## config.mk

```make
export PLATFORM = sky130hd
export DESIGN_NAME = lut_m_loader_flat
export DESIGN_NICKNAME = d
export VERILOG_FILES = /design/src/rtl/lut_m_loader_pkg.sv /design/src/rtl/lut_m_loader_if.sv /design/src/rtl/lut_m.sv /design/src/rtl/lut_m_loader_cfg_deser.sv /design/src/rtl/lut_m_loader.sv /design/src/flat_wrapper.sv
export SDC_FILE = /design/constraint.sdc
export NUM_CORES = 1
export LEC_CHECK = 0
export CAP_MARGIN = 25
export CORE_MARGIN = 2
export CORE_UTILIZATION = 30
export DETAILED_ROUTE_END_ITERATION = 6
export SYNTH_ARGS = -nofsm -noshare
export SYNTH_HDL_FRONTEND = slang
export SYNTH_SLANG_ARGS = --single-unit
```

## constraint.sdc

```tcl
create_clock -name clk -period 5.3 [get_ports clk]
set_input_delay 1.06 -clock clk [delete_from_list [all_inputs] [get_ports clk]]
set_output_delay 1.06 -clock clk [all_outputs]
set_load 0.01 [all_outputs]
```

## src/rtl/lut_m_loader_pkg.sv

```systemverilog
// Shared CLB definitions for the LUT configuration loader: FSM states and
// the width helper for the chunk counter.
package lut_m_loader_pkg;

  typedef enum logic {
    LOAD   = 1'b0,
    COMMIT = 1'b1
  } state_t;

  // A counter for a single chunk still needs one bit so its port is legal.
  function automatic int cnt_width(input int chunks);
    return (chunks > 1) ? $clog2(chunks) : 1;
  endfunction

endpackage

```

## src/rtl/lut_m_loader_if.sv

```systemverilog
// Configuration, patch and LUT-side signals of the loader, with the driver
// side (master) and the loader side (slave) as modports.
interface lut_m_loader_if #(
  parameter int INPUTS       = 4,
  parameter int MEM_SIZE     = 2 ** INPUTS,
  parameter int CONFIG_WIDTH = 4
);

  logic                    cfg_valid;
  logic [CONFIG_WIDTH-1:0] cfg_data;
  logic                    cfg_ready;
  logic                    cfg_abort;
  logic                    wr_valid;
  logic [INPUTS-1:0]       wr_addr;
  logic                    wr_data;
  logic                    wr_ready;
  logic [MEM_SIZE-1:0]     config_in;
  logic                    cen;
  logic [INPUTS-1:0]       waddr;
  logic                    data_in;
  logic                    write_en;
  logic                    busy;
  // Evaluation path of the attached LUT, so its contents stay observable.
  logic [INPUTS-1:0]       lut_in;
  logic                    lut_out;

  modport master (
    output cfg_valid, cfg_data, cfg_abort, wr_valid, wr_addr, wr_data, lut_in,
    input  cfg_ready, wr_ready, config_in, cen, waddr, data_in, write_en,
           busy, lut_out
  );

  modport slave (
    input  cfg_valid, cfg_data, cfg_abort, wr_valid, wr_addr, wr_data, lut_in,
    output cfg_ready, wr_ready, config_in, cen, waddr, data_in, write_en,
           busy, lut_out
  );

endinterface

```

## src/rtl/lut_m.sv

```systemverilog
// Memory-based LUT: bulk load on cen, single-bit patch on write_en,
// combinational read addressed by lut_in.
module lut_m #(
  parameter int INPUTS   = 4,
  parameter int MEM_SIZE = 2 ** INPUTS
) (
  input  logic                cclk,
  input  logic [MEM_SIZE-1:0] config_in,
  input  logic                cen,
  input  logic [INPUTS-1:0]   waddr,
  input  logic                data_in,
  input  logic                write_en,
  input  logic [INPUTS-1:0]   lut_in,
  output logic                lut_out
);

  logic [MEM_SIZE-1:0] mem;

  always_ff @(posedge cclk) begin
    if (cen) begin
      mem <= config_in;
    end else if (write_en) begin
      mem[waddr] <= data_in;
    end
  end

  assign lut_out = mem[lut_in];

endmodule

```

## src/rtl/lut_m_loader_cfg_deser.sv

```systemverilog
// Chunk deserializer: assembles CONFIG_WIDTH chunks into a MEM_SIZE shadow
// frame, chunk 0 at the LSBs, and tracks frame progress in cnt.
module cfg_deser
  import lut_m_loader_pkg::*;
#(
  parameter  int MEM_SIZE     = 16,
  parameter  int CONFIG_WIDTH = 4,
  localparam int CHUNKS       = MEM_SIZE / CONFIG_WIDTH,
  localparam int CW           = cnt_width(CHUNKS)
) (
  input  logic                    clk,
  input  logic                    rst_n,
  input  logic                    accept,
  input  logic                    clear,
  input  logic [CONFIG_WIDTH-1:0] data,
  output logic [CW-1:0]           cnt,
  output logic                    last,
  output logic [MEM_SIZE-1:0]     frame
);

  logic [CW-1:0]       cnt_q;
  logic [MEM_SIZE-1:0] shadow_q;

  // frame already contains the chunk being accepted this cycle, so the top
  // can commit the completed frame on the same edge as the last accept.
  always_comb begin
    frame = shadow_q;
    if (accept) begin
      frame[cnt_q*CONFIG_WIDTH +: CONFIG_WIDTH] = data;
    end
  end

  always_ff @(posedge clk) begin
    if (!rst_n) begin
      cnt_q    <= '0;
      shadow_q <= '0;
    end else if (clear) begin
      cnt_q <= '0;
    end else if (accept) begin
      shadow_q <= frame;
      cnt_q    <= last ? '0 : cnt_q + 1'b1;
    end
  end

  assign cnt  = cnt_q;
  assign last = (cnt_q == CW'(CHUNKS - 1));

endmodule

```

## src/rtl/lut_m_loader.sv

```systemverilog
// LUT configuration loader: streams frames into a shadow register, commits
// them with a one-cycle cen, and arbitrates single-bit patches between frames.
module lut_m_loader
  import lut_m_loader_pkg::*;
#(
  parameter int INPUTS       = 4,
  parameter int MEM_SIZE     = 2 ** INPUTS,
  parameter int CONFIG_WIDTH = 4
) (
  input logic            clk,
  input logic            rst_n,
  lut_m_loader_if.slave  bus
);

  localparam int CHUNKS = MEM_SIZE / CONFIG_WIDTH;
  localparam int CW     = cnt_width(CHUNKS);

  state_t              state_q;
  state_t              state_d;
  logic [CW-1:0]       cnt;
  logic                last;
  logic [MEM_SIZE-1:0] frame;
  logic                cfg_ready;
  logic                wr_ready;
  logic                cen;
  logic                chunk_acc;
  logic                patch_acc;
  logic                abort_load;
  logic [MEM_SIZE-1:0] config_q;
  logic [INPUTS-1:0]   waddr_q;
  logic                data_q;
  logic                write_en_q;

  cfg_deser #(
    .MEM_SIZE     (MEM_SIZE),
    .CONFIG_WIDTH (CONFIG_WIDTH)
  ) u_deser (
    .clk    (clk),
    .rst_n  (rst_n),
    .accept (chunk_acc),
    .clear  (abort_load),
    .data   (bus.cfg_data),
    .cnt    (cnt),
    .last   (last),
    .frame  (frame)
  );

  // Handshakes are gated by rst_n so nothing is offered while in reset; a
  // patch only wins between frames, and an abort swallows that cycle's chunk.
  always_comb begin
    state_d    = state_q;
    cfg_ready  = 1'b0;
    wr_ready   = 1'b0;
    cen        = 1'b0;
    chunk_acc  = 1'b0;
    patch_acc  = 1'b0;
    abort_load = 1'b0;
    case (state_q)
      LOAD: begin
        wr_ready   = rst_n && (cnt == '0);
        patch_acc  = wr_ready && bus.wr_valid;
        cfg_ready  = rst_n && !patch_acc;
        abort_load = bus.cfg_abort;
        chunk_acc  = cfg_ready && bus.cfg_valid && !bus.cfg_abort;
        if (chunk_acc && last) begin
          state_d = COMMIT;
        end
      end
      COMMIT: begin
        cen     = rst_n;
        state_d = LOAD;
      end
      default: state_d = LOAD;
    endcase
  end

  always_ff @(posedge clk) begin
    if (!rst_n) begin
      state_q    <= LOAD;
      config_q   <= '0;
      waddr_q    <= '0;
      data_q     <= 1'b0;
      write_en_q <= 1'b0;
    end else begin
      state_q    <= state_d;
      write_en_q <= patch_acc;
      if (patch_acc) begin
        waddr_q <= bus.wr_addr;
        data_q  <= bus.wr_data;
      end
      if (chunk_acc && last) begin
        config_q <= frame;
      end
    end
  end

  assign bus.cfg_ready = cfg_ready;
  assign bus.wr_ready  = wr_ready;
  assign bus.config_in = config_q;
  assign bus.cen       = cen;
  assign bus.waddr     = waddr_q;
  assign bus.data_in   = data_q;
  assign bus.write_en  = write_en_q;
  assign bus.busy      = (cnt != '0) || (state_q == COMMIT);

  lut_m #(
    .INPUTS   (INPUTS),
    .MEM_SIZE (MEM_SIZE)
  ) u_lut (
    .cclk      (clk),
    .config_in (config_q),
    .cen       (cen),
    .waddr     (waddr_q),
    .data_in   (data_q),
    .write_en  (write_en_q),
    .lut_in    (bus.lut_in),
    .lut_out   (bus.lut_out)
  );

endmodule

```

## src/flat_wrapper.sv

```systemverilog
// flat-port wrapper written by rule: the top's interface ports become plain ports
module lut_m_loader_flat import lut_m_loader_pkg::*;
#(
  parameter int INPUTS       = 4,
  parameter int MEM_SIZE     = 2 ** INPUTS,
  parameter int CONFIG_WIDTH = 4
)
  (clk, rst_n, bus_cfg_valid, bus_cfg_data, bus_cfg_abort, bus_wr_valid, bus_wr_addr, bus_wr_data, bus_lut_in, bus_cfg_ready, bus_wr_ready, bus_config_in, bus_cen, bus_waddr, bus_data_in, bus_write_en, bus_busy, bus_lut_out);
  lut_m_loader_if #(.INPUTS(INPUTS), .MEM_SIZE(MEM_SIZE), .CONFIG_WIDTH(CONFIG_WIDTH)) bus_i ();
  input logic clk;
  input logic rst_n;
  input wire logic [$bits(bus_i.cfg_valid)-1:0] bus_cfg_valid;
  input wire logic [$bits(bus_i.cfg_data)-1:0] bus_cfg_data;
  input wire logic [$bits(bus_i.cfg_abort)-1:0] bus_cfg_abort;
  input wire logic [$bits(bus_i.wr_valid)-1:0] bus_wr_valid;
  input wire logic [$bits(bus_i.wr_addr)-1:0] bus_wr_addr;
  input wire logic [$bits(bus_i.wr_data)-1:0] bus_wr_data;
  input wire logic [$bits(bus_i.lut_in)-1:0] bus_lut_in;
  output wire logic [$bits(bus_i.cfg_ready)-1:0] bus_cfg_ready;
  output wire logic [$bits(bus_i.wr_ready)-1:0] bus_wr_ready;
  output wire logic [$bits(bus_i.config_in)-1:0] bus_config_in;
  output wire logic [$bits(bus_i.cen)-1:0] bus_cen;
  output wire logic [$bits(bus_i.waddr)-1:0] bus_waddr;
  output wire logic [$bits(bus_i.data_in)-1:0] bus_data_in;
  output wire logic [$bits(bus_i.write_en)-1:0] bus_write_en;
  output wire logic [$bits(bus_i.busy)-1:0] bus_busy;
  output wire logic [$bits(bus_i.lut_out)-1:0] bus_lut_out;
  assign bus_i.cfg_valid = bus_cfg_valid;
  assign bus_i.cfg_data = bus_cfg_data;
  assign bus_i.cfg_abort = bus_cfg_abort;
  assign bus_i.wr_valid = bus_wr_valid;
  assign bus_i.wr_addr = bus_wr_addr;
  assign bus_i.wr_data = bus_wr_data;
  assign bus_i.lut_in = bus_lut_in;
  assign bus_cfg_ready = bus_i.cfg_ready;
  assign bus_wr_ready = bus_i.wr_ready;
  assign bus_config_in = bus_i.config_in;
  assign bus_cen = bus_i.cen;
  assign bus_waddr = bus_i.waddr;
  assign bus_data_in = bus_i.data_in;
  assign bus_write_en = bus_i.write_en;
  assign bus_busy = bus_i.busy;
  assign bus_lut_out = bus_i.lut_out;
  lut_m_loader #(.INPUTS(INPUTS), .MEM_SIZE(MEM_SIZE), .CONFIG_WIDTH(CONFIG_WIDTH)) u_core (.clk(clk), .rst_n(rst_n), .bus(bus_i));
endmodule
```

==> flow_summary.ini <==
[place]
placed_cell_area_sq_mm = 0.00330
gp_congestion = 0.871
port_buffers = 44
dp_hpwl_um = 5120
dp.cells = 439

[final_layout]
drive_gt1_frac = 0.0841
finalInstanceArea_sq_mm = 0.00349
areaGrowthSynthToFinish_pct = 23.6
final_cell_count_no_fill = 456
mostFrequentLayoutCells = clkdlybuf4s50_1 (44), dfxtp_1 (41), nand2_1 (36), o21ai_0 (36), a21oi_1 (23)
antennaDiodeCount = 0
nets = 364
final_common_cell = clkdlybuf4s50_1

[synth]
syn_inst = 302
syn_area_sq_mm = 0.00283
synth_top_area_cell = dfxtp_1
synth.distinct_cells = 44
postSynthAreaPerCell_sq_um = 9.36
synth_area_leaders = dfxtp_1 (29%), edfxtp_1 (17%), o21ai_0 (6.4%), nand2_1 (4.8%), a21oi_1 (4.1%)
syn_nets = 326
synth-seq-cells = 57
synth_top_area_share = 0.291
ys_seq_area_frac = 0.461
yosysWarningCount = 0

[clocking]
clk_latency_ns = 0.35
hold_buffers = 0
cts_tree = done
cts.path.max_buffers = 2
cts_root_buf = clkbuf_8
ctsResizeCount = 0
postCtsSetupRepairBufs = 0
cts_inserted_buffers = 9
cts_sinks = 57
clk_pin_slew_ns = 0.06
htreeDepth = 3

[timing]
period_minus_slack_ns = 4.18
fmax_mhz = 239
slew_viol_final = 0
rsz0062_at_grt = false
timing_worst_slew_pin_value_ns = 0.772
setup-tns-final_ns = 0
final.setup_skew_ns = 0.0115
fin_crit_sh = 0.788
maxSlewHeadroom = 0.486
finalHoldViolCount = 0
whs_ns = 0.475
setup_viol = 0

[route]
drc = 0
vias = 2432
wl_per_cell_um = 15.9
ant_nets = 0
first_pass_iters = 4
vias_per_cell = 5.33
wirelength_um = 7270
first_iter_violations = 138

[floorplanning]
fp.dieW_um = 101
fp-row-count = 35
fp.dieH_um = 101
core_area_sq_mm = 0.00920
initial_utilization = 0.307
dieArea_sq_mm = 0.0102
pin_count = 45

[grt]
grt_max_degree = 34
gr-total-overflow = 0
grt_pass1_wl_um = 11600
grt_pass1_vias = 2213
antenna_found_initial = 0
grt_use_total = 0.149

[worst_setup_path]
worstPathCellList = clkdlybuf4s50_1, nand2_1, inv_1, clkdlybuf4s50_1
max_stage_delay_ns = 0.65
worstPathRequired_ns = 4.24
path_buf_inv = 3
startpoint_type = input port
cp-end-kind = output port
path_common_cell = clkdlybuf4s50_1
cp_data_arrival_time_ns = 3.12
crit_fanout = 21
critical_path_class = in -> out
path_delay_family = buffers and inverters
slowest_stage = clkdlybuf4s50_1

[outcome]
status = complete, no violations

[pwr]
vdd_drop_max_uv = 98.2
p_total_w = 0.000886
power_density_mw_per_mm2 = 254
p_leak_nw = 1.30

[run]
drv_cap = 0

[min_path]
holdCritPathClass = reg -> reg
cell usage after synthesis:
library cell,number
a211oi_1,3
a211oi_2,2
a21boi_1,1
a21oi_1,23
a22o_1,3
a22oi_1,5
a32o_1,9
a32oi_1,4
and2_1,3
and2b_4,1
and3_1,4
and3b_1,1
and4_1,1
and4bb_2,1
buf_2,5
buf_4,2
buf_6,3
clkbuf_1,9
dfxtp_1,41
edfxtp_1,16
ha_1,6
inv_1,10
mux2i_1,1
mux4_2,4
nand2_1,36
nand2_2,1
nand2b_1,7
nand3_1,18
nand3b_1,2
nand4_1,1
nor2_1,13
nor2b_1,8
nor3_1,3
nor3b_1,1
nor4_2,1
o211a_1,7
o21a_1,3
o21ai_0,36
o221ai_1,2
o31a_1,1
o31ai_1,1
o41a_1,1
or2_2,1
or3_1,1
sequential cells by signal, summed over array words and instances (netlist names):
register / cells
u_core.bus.config_in: 16
u_core.bus.data_in: 1
u_core.bus.waddr: 4
u_core.bus.write_en: 1
u_core.state_q: 1
u_core.u_deser.cnt: 2
u_core.u_deser.shadow_q: 16
u_core.u_lut.mem: 16
per-layer routing:
layer	wire length, um	global-route usage	vias to the layer above
met5	0	0	-
met3	372	0.0305	9
li1	-	-	1192
met2	3400	0.231	66
met1	3410	0.202	1165
met4	87	0.0603	0
kinds of logic after synthesis:
| kind of cell | Yosys count | share of synthesized area |
|---|---|---|
| flip-flops | 57 | 0.461 |
| AO/OA/AOI/OAI | 101 | 0.240 |
| multiplexers | 5 | 0.0354 |
| buffers and inverters | 29 | 0.0514 |
| AND/OR/NAND/NOR | 104 | 0.186 |
| adder cells (fa/ha/maj) | 6 | 0.0266 |
final timing paths:
check / start / endpoint / slack (ns) / depth (start not counted)
setup / recovery: rst_n / bus_cen / 1.12 / 4
hold / removal: u_core.u_deser.shadow_q[14] / u_core.u_deser.shadow_q[14] / 0.48 / 2
setup reg to reg: u_core.u_deser.cnt[0] / u_core.bus.config_in[12] / 2.79 / 7
hold reg to reg: u_core.u_deser.shadow_q[14] / u_core.u_deser.shadow_q[14] / 0.48 / 2
through the flow:
| stage | setup slack [ns] | utilization |
|---|---|---|
| 6_report | 1.12 | 0.380 |
| 5_1_grt | 0.998 | 0.380 |
| 4_1_cts | 1.13 | 0.378 |
| 3_5_place_dp | 1.14 | 0.359 |
| 3_3_place_gp | 1.16 | 0.359 |
| 2_1_floorplan | 2.30 | - |
cell type report:
class	count	area, sq um
Tap cell	111	139
Fill cell	928	5710
Clock inverter	7	47.5
Sequential cell	57	1300
Inverter	10	37.5
Timing Repair Buffer	46	463
Multi-Input combinational cell	216	1380
Clock buffer	9	124
tightest hold or removal path, stage by stage, from the launching register on:
cell and delay, ns:
dfxtp_1 0.30, o21ai_0 0.06, a21oi_1 0.06
power breakdown:
group | internal, W | total (W) | switching, W
Combinational | 0.0000323 | 0.0000698 | 0.0000375
Sequential | 0.000451 | 0.000459 | 0.00000819
Clock | 0.000168 | 0.000357 | 0.000189
No activity file was read; power rests on OpenSTA's default activity.
